$ cat config.mk
export PLATFORM = sky130hd
export DESIGN_NAME = wb_stage_flat
export DESIGN_NICKNAME = d
export VERILOG_FILES = /design/src/rtl/wb_stage_if.sv /design/src/rtl/wb_stage.sv /design/src/flat_wrapper.sv
export SDC_FILE = /design/constraint.sdc
export NUM_CORES = 1
export LEC_CHECK = 0
export ABC_AREA = 1
export CAP_MARGIN = 20
export CORE_ASPECT_RATIO = 1.1
export CORE_MARGIN = 5
export CORE_UTILIZATION = 39
export DETAILED_ROUTE_END_ITERATION = 6
export HOLD_SLACK_MARGIN = 0.15
export PLACE_DENSITY = 0.84
export SKIP_LAST_GASP = 1
export SLEW_MARGIN = 20
export SYNTH_ARGS = -nofsm -noshare
export SYNTH_HDL_FRONTEND = slang
export SYNTH_SLANG_ARGS = --single-unit
$ cat constraint.sdc
create_clock -name CLK -period 1.3 [get_ports CLK]
set_input_delay 0.39 -clock CLK [delete_from_list [all_inputs] [get_ports CLK]]
set_output_delay 0.39 -clock CLK [all_outputs]
set_load 0.005 [all_outputs]
$ cat src/rtl/wb_stage_if.sv
// Bundle between execute, data memory, register file and the KNIPS writeback stage.
// The slave modport is the writeback stage; the master modport is everything around it.
interface wb_stage_if #(
    parameter int W = 8,
    parameter int D = 4
);
    logic         ex_valid;
    logic         ex_ready;
    logic         ex_is_load;
    logic [D-1:0] ex_dest;
    logic [W-1:0] ex_result;
    logic         mem_rvalid;
    logic [W-1:0] mem_rdata;
    logic         write_en;
    logic [D-1:0] waddr;
    logic [W-1:0] data_in;
    logic [D-1:0] rdA_addr;
    logic [D-1:0] rdB_addr;
    logic [W-1:0] rfA_data;
    logic [W-1:0] rfB_data;
    logic [W-1:0] opA;
    logic [W-1:0] opB;
    logic [15:0]  retired_cnt;
    logic         err;

    modport slave (
        input  ex_valid, ex_is_load, ex_dest, ex_result,
        input  mem_rvalid, mem_rdata,
        input  rdA_addr, rdB_addr, rfA_data, rfB_data,
        output ex_ready, write_en, waddr, data_in,
        output opA, opB, retired_cnt, err
    );

    modport master (
        output ex_valid, ex_is_load, ex_dest, ex_result,
        output mem_rvalid, mem_rdata,
        output rdA_addr, rdB_addr, rfA_data, rfB_data,
        input  ex_ready, write_en, waddr, data_in,
        input  opA, opB, retired_cnt, err
    );
endinterface

$ cat src/rtl/wb_stage.sv
// KNIPS writeback stage: registers ALU/load results onto the register-file write port.
// Define WB_BYPASS_EN to forward the in-flight write onto the operand read path.
module wb_stage #(
    parameter int W       = 8,
    parameter int D       = 4,
    parameter int TIMEOUT = 15
) (
    input  logic        CLK,
    input  logic        RESET,
    wb_stage_if.slave   bus
);
    typedef enum logic [0:0] {
        IDLE     = 1'b0,
        WAIT_MEM = 1'b1
    } state_t;

    localparam logic [7:0] TMO = TIMEOUT[7:0];

    state_t       state_q, state_d;
    logic [7:0]   tcnt_q, tcnt_d;
    logic [D-1:0] dest_q, dest_d;
    logic         we_q, we_d;
    logic [D-1:0] waddr_q, waddr_d;
    logic [W-1:0] data_q, data_d;
    logic [15:0]  retired_q, retired_d;
    logic         err_q, err_d;
    logic         ready;
    logic         accept;
    logic         retire;

    assign ready  = (state_q == IDLE) && !RESET;
    assign accept = bus.ex_valid && ready;

    always_comb begin
        state_d = state_q;
        tcnt_d  = tcnt_q;
        dest_d  = dest_q;
        we_d    = 1'b0;
        waddr_d = waddr_q;
        data_d  = data_q;
        err_d   = err_q;
        retire  = 1'b0;
        case (state_q)
            IDLE: begin
                // Any response here is unsolicited, including on the cycle a load is accepted.
                if (bus.mem_rvalid) begin
                    err_d = 1'b1;
                end
                if (accept) begin
                    if (bus.ex_is_load) begin
                        dest_d  = bus.ex_dest;
                        tcnt_d  = 8'd0;
                        state_d = WAIT_MEM;
                    end else begin
                        waddr_d = bus.ex_dest;
                        data_d  = bus.ex_result;
                        we_d    = (bus.ex_dest != '0);
                        retire  = 1'b1;
                    end
                end
            end
            WAIT_MEM: begin
                if (bus.mem_rvalid) begin
                    waddr_d = dest_q;
                    data_d  = bus.mem_rdata;
                    we_d    = (dest_q != '0);
                    retire  = 1'b1;
                    state_d = IDLE;
                end else if (tcnt_q == TMO) begin
                    err_d   = 1'b1;
                    state_d = IDLE;
                end else begin
                    tcnt_d  = tcnt_q + 8'd1;
                end
            end
            default: begin
                state_d = IDLE;
            end
        endcase
        retired_d = retire ? retired_q + 16'd1 : retired_q;
    end

    always_ff @(posedge CLK) begin
        if (RESET) begin
            state_q   <= IDLE;
            tcnt_q    <= 8'd0;
            dest_q    <= '0;
            we_q      <= 1'b0;
            waddr_q   <= '0;
            data_q    <= '0;
            retired_q <= 16'd0;
            err_q     <= 1'b0;
        end else begin
            state_q   <= state_d;
            tcnt_q    <= tcnt_d;
            dest_q    <= dest_d;
            we_q      <= we_d;
            waddr_q   <= waddr_d;
            data_q    <= data_d;
            retired_q <= retired_d;
            err_q     <= err_d;
        end
    end

    assign bus.ex_ready    = ready;
    assign bus.write_en    = we_q;
    assign bus.waddr       = waddr_q;
    assign bus.data_in     = data_q;
    assign bus.retired_cnt = retired_q;
    assign bus.err         = err_q;

`ifdef WB_BYPASS_EN
    // Register 0 is hardwired, so a pending write to it must never be forwarded.
    logic hit_a;
    logic hit_b;
    assign hit_a   = we_q && (waddr_q == bus.rdA_addr) && (bus.rdA_addr != '0);
    assign hit_b   = we_q && (waddr_q == bus.rdB_addr) && (bus.rdB_addr != '0);
    assign bus.opA = hit_a ? data_q : bus.rfA_data;
    assign bus.opB = hit_b ? data_q : bus.rfB_data;
`else
    logic unused_rd_addr;
    assign unused_rd_addr = ^{bus.rdA_addr, bus.rdB_addr};
    assign bus.opA = bus.rfA_data;
    assign bus.opB = bus.rfB_data;
`endif

`ifndef SYNTHESIS
    always_ff @(posedge CLK) begin
        if (!RESET && we_q) begin
            assert (waddr_q != '0)
                else $error("write strobe raised for register 0");
        end
    end
`endif
endmodule
$ cat src/flat_wrapper.sv
// flat-port wrapper written by rule: the top's interface ports become plain ports
module wb_stage_flat 
#(
    parameter int W       = 8,
    parameter int D       = 4,
    parameter int TIMEOUT = 15
)
  (CLK, RESET, bus_ex_valid, bus_ex_is_load, bus_ex_dest, bus_ex_result, bus_mem_rvalid, bus_mem_rdata, bus_rdA_addr, bus_rdB_addr, bus_rfA_data, bus_rfB_data, bus_ex_ready, bus_write_en, bus_waddr, bus_data_in, bus_opA, bus_opB, bus_retired_cnt, bus_err);
  wb_stage_if #(.W(W), .D(D)) bus_i ();
  input  logic CLK;
  input  logic RESET;
  input wire logic [$bits(bus_i.ex_valid)-1:0] bus_ex_valid;
  input wire logic [$bits(bus_i.ex_is_load)-1:0] bus_ex_is_load;
  input wire logic [$bits(bus_i.ex_dest)-1:0] bus_ex_dest;
  input wire logic [$bits(bus_i.ex_result)-1:0] bus_ex_result;
  input wire logic [$bits(bus_i.mem_rvalid)-1:0] bus_mem_rvalid;
  input wire logic [$bits(bus_i.mem_rdata)-1:0] bus_mem_rdata;
  input wire logic [$bits(bus_i.rdA_addr)-1:0] bus_rdA_addr;
  input wire logic [$bits(bus_i.rdB_addr)-1:0] bus_rdB_addr;
  input wire logic [$bits(bus_i.rfA_data)-1:0] bus_rfA_data;
  input wire logic [$bits(bus_i.rfB_data)-1:0] bus_rfB_data;
  output wire logic [$bits(bus_i.ex_ready)-1:0] bus_ex_ready;
  output wire logic [$bits(bus_i.write_en)-1:0] bus_write_en;
  output wire logic [$bits(bus_i.waddr)-1:0] bus_waddr;
  output wire logic [$bits(bus_i.data_in)-1:0] bus_data_in;
  output wire logic [$bits(bus_i.opA)-1:0] bus_opA;
  output wire logic [$bits(bus_i.opB)-1:0] bus_opB;
  output wire logic [$bits(bus_i.retired_cnt)-1:0] bus_retired_cnt;
  output wire logic [$bits(bus_i.err)-1:0] bus_err;
  assign bus_i.ex_valid = bus_ex_valid;
  assign bus_i.ex_is_load = bus_ex_is_load;
  assign bus_i.ex_dest = bus_ex_dest;
  assign bus_i.ex_result = bus_ex_result;
  assign bus_i.mem_rvalid = bus_mem_rvalid;
  assign bus_i.mem_rdata = bus_mem_rdata;
  assign bus_i.rdA_addr = bus_rdA_addr;
  assign bus_i.rdB_addr = bus_rdB_addr;
  assign bus_i.rfA_data = bus_rfA_data;
  assign bus_i.rfB_data = bus_rfB_data;
  assign bus_ex_ready = bus_i.ex_ready;
  assign bus_write_en = bus_i.write_en;
  assign bus_waddr = bus_i.waddr;
  assign bus_data_in = bus_i.data_in;
  assign bus_opA = bus_i.opA;
  assign bus_opB = bus_i.opB;
  assign bus_retired_cnt = bus_i.retired_cnt;
  assign bus_err = bus_i.err;
  wb_stage #(.W(W), .D(D), .TIMEOUT(TIMEOUT)) u_core (.CLK(CLK), .RESET(RESET), .bus(bus_i));
endmodule
==> impl_metrics.yaml <==
status:
  outcome: "complete, but fails checks"
  violations: "negative setup slack"
final_layout:
  diodes: 0
  fin_area_mm2: 0.00354
  layoutNonFillerInstCount: 498
  drive_above_1_share_pct: 33.0
  final_nets: 471
  syn_to_final_growth_pct: 52.5
route:
  firstDrtPassIters: 4
  drc: 0
  ant_nets: 0
  num_vias: 2581
  routedWlPerCell_um: 15.0
  drt-initial-drc-count: 154
  wl_um: 7490
  vias_per_cell: 5.18
logic_synthesis:
  syn_nets: 392
  yosysWarnings: 0
  synth_area_leader_cell: "dfxtp_1"
  ys_ff_latch: 43
  yosys-top-cells-area: "dfxtp_1 (37%), nand2_1 (15%), nor2_1 (7.6%)"
  synthCells: 341
  post_synth.cell_area_avg_um2: 6.82
  ys_seq_area_share_pct: 37.0
  synthDominantCellAreaShare_pct: 37.0
  synth_cell_types: 29
  syn-cell-area_mm2: 0.00232
critical_path:
  slowest_stage: "dfxtp_4"
  crit_chain: "nor2_4, buf_6, nand3_4, nand2_8, buf_6, nand3_2, nand2_1, nand2_1, nor2_1"
  cp_top_family: "simple AND/OR/NAND/NOR gates"
  worst_setup_path_start_kind: "flop"
  crit_buf_inv: 2
  end_kind: "flop"
  cp_data_arrival_time_ns: 1.63
  crit_fanout: 7
  worstPathRequired_ns: 1.55
  crit_type: "flop to flop"
  critPathMaxStageDelay_ns: 0.36
placed_design:
  pre_cts_slack_ns: -0.592
  portBuffers: 55
  place_congestion: 0.853
  dp_cells: 473
  place_area_mm2: 0.00297
  hpwl_um: 4220
floorplanning:
  coreArea_mm2: 0.00577
  dieHeight_um: 91.0
  ioPinCount: 96
  rows: 29
  start_util_pct: 40.3
  die_area_mm2: 0.00761
  die_w_um: 83.6
global_routing:
  grt_pass1_wl_um: 11000
  grtUsageTotal_pct: 17.4
  top_usage_layer: "met2"
  grtUsageMet1_pct: 19.1
  use_met3_pct: 4.43
  grtUsageMet2_pct: 30.9
  grt_remaining_overflow: 0
  grt_max_degree: 35
  grt_pass1_vias: 2505
  antenna_found_initial: 0
sta:
  rsz0062_at_grt: "yes"
  setup-tns-final_ns: -0.220
  fin_skew_ns: 0.0133
  setup_viol: 7
  min_period_ns: 1.38
  fmax_ghz: 0.725
  slew_violations: 0
  timing.final.ws_setup_ns: -0.0796
  tightest_slew_ns: 0.364
  slew_headroom_pct: 75.7
  fin_hold_ws_ns: 0.474
  hold_viol: 0
  finalCritPeriodShare_pct: 106
pwr:
  clockPowerShare_pct: 36.4
  p_int_w: 0.00219
  pwr-share-seq_pct: 46.9
  power.share.switching_pct: 26.9
  ir_drop_mv: 0.606
  cellPowerDensity_mw_per_mm2: 844
  p_comb_share_pct: 16.7
  p_switching_w: 0.000805
  power_leakage_nw: 1.55
clock_tree:
  cts-root-buf: "clkbuf_8"
  clk_path_buf_depth: 2
  clk_latency_ns: 0.31
  postCtsHoldBufs: 0
  clk_pin_slew_ns: 0.10
  cts_tree: "done"
  clock_sinks: 43
  cts_made_buffers: 5
  htreeDepth: 2
run:
  drv_cap: 0
worst_hold_path:
  worstHoldPathType: "flop to flop"
[worst reg2reg max path: stages, from the launching register on]
cell and delay [ns]:
dfxtp_4 0.36, nor2_4 0.09, buf_6 0.11, nand3_4 0.12
nand2_8 0.14, buf_6 0.16, nand3_2 0.08, nand2_1 0.08
nand2_1 0.07, nor2_1 0.10
[cell usage in the layout, fill, tap and decap left out, types with 13 or more instances in the layout]
cell type         n
a21oi_1          17
a31oi_1          13
buf_4            34
clkdlybuf4s15_1  13
clkdlybuf4s50_1  20
dfxtp_1          17
dfxtp_2          22
dlygate4sd2_1    19
inv_1            24
nand2_1          85
nand3_1          15
nor2_1           40
[sequential cells by signal, indices dropped and copies added (netlist names)]
signal                  cells
u_core.bus.err              1
u_core.tcnt_q               8
u_core.bus.waddr            4
u_core.state_q              1
u_core.bus.write_en         1
u_core.bus.data_in          8
u_core.dest_q               4
u_core.bus.retired_cnt     16
[final timing paths]
kind	cells after the start	from	endpoint	slack [ns]
min	2	u_core.dest_q[2]	u_core.dest_q[2]	0.47
max reg2reg	9	u_core.state_q	u_core.bus.retired_cnt[4]	-0.08
min reg2reg	2	u_core.dest_q[2]	u_core.dest_q[2]	0.47
max	9	u_core.state_q	u_core.bus.retired_cnt[4]	-0.08
[through the flow]
step                util (%)  power, W
finish                  61.4   0.00299
global route            61.4   0.00308
CTS                     57.3   0.00291
detailed placement      51.5   0.00183
global placement        51.5   0.00182
floorplan                  -   0.00165
[area by class of cell]
cell class / count / area [µm²]
Fill cell: 469 / 2220
Tap cell: 77 / 96.3
Sequential cell: 43 / 903
Inverter: 32 / 125
Multi-Input combinational cell: 240 / 1420
Clock inverter: 3 / 43.8
Clock buffer: 5 / 68.8
Timing Repair Buffer: 98 / 891
[power by group through the flow]
stage                     clock (W)  combinational [W]  sequential [W]
after global routing        0.00113           0.000539         0.00141
after CTS                   0.00108           0.000435         0.00139
after floorplan                   0           0.000227         0.00143
after global placement            0           0.000395         0.00142
final                       0.00109           0.000501         0.00140
after detailed placement          0           0.000408         0.00143
[metal layers]
layer  vias to the layer above  part of all wire (%)  routed length (µm)
li1                       1243                     -                   -
met1                      1202                    36                2700
met2                       107                    54                4050
met3                        29                   6.3                 472
met4                         0                   3.6                 269
met5                         -                     0                   0
[cells by family (layout without fill, tap and decap cells)]
| family | Yosys count | count (layout) | share of synthesized area (%) |
|---|---|---|---|
| AOI/OAI and AO/OA | 59 | 59 | 13.8 |
| and+or+nand+nor | 176 | 178 | 33.4 |
| DFF | 43 | 43 | 37.0 |
| xor gates and xnor gates | 1 | 1 | 0.377 |
| adders and majority gates | 2 | 2 | 1.08 |
| buffers and inverters | 60 | 138 | 14.3 |
[Yosys cell counts]
library cell  instances
a21boi_0              1
a21oi_1              20
a31oi_1              13
buf_2                 5
buf_4                18
buf_6                 4
clkbuf_1              1
dfxtp_1              43
ha_1                  2
inv_1                28
inv_2                 3
inv_4                 1
nand2_1              91
nand2_2               1
nand2_4               3
nand3_1              23
nand3_2               4
nand3_4               1
nand3b_1              1
nor2_1               47
nor2_2                2
nor2_4                1
nor3_1                1
nor3_2                1
o21a_1                1
o21ai_0              18
o21ai_1               4
o21bai_1              2
xnor2_1               1
[timing repair]
action / CTS / global route
gates resized for setup: 92 / 81
pin swaps: 12 / 19
endpoints found under the setup margin: 74 / 58
gates cloned: 4 / 0
buffers inserted: 8 / 6
Note: power is estimated with default switching activity, not from simulation.
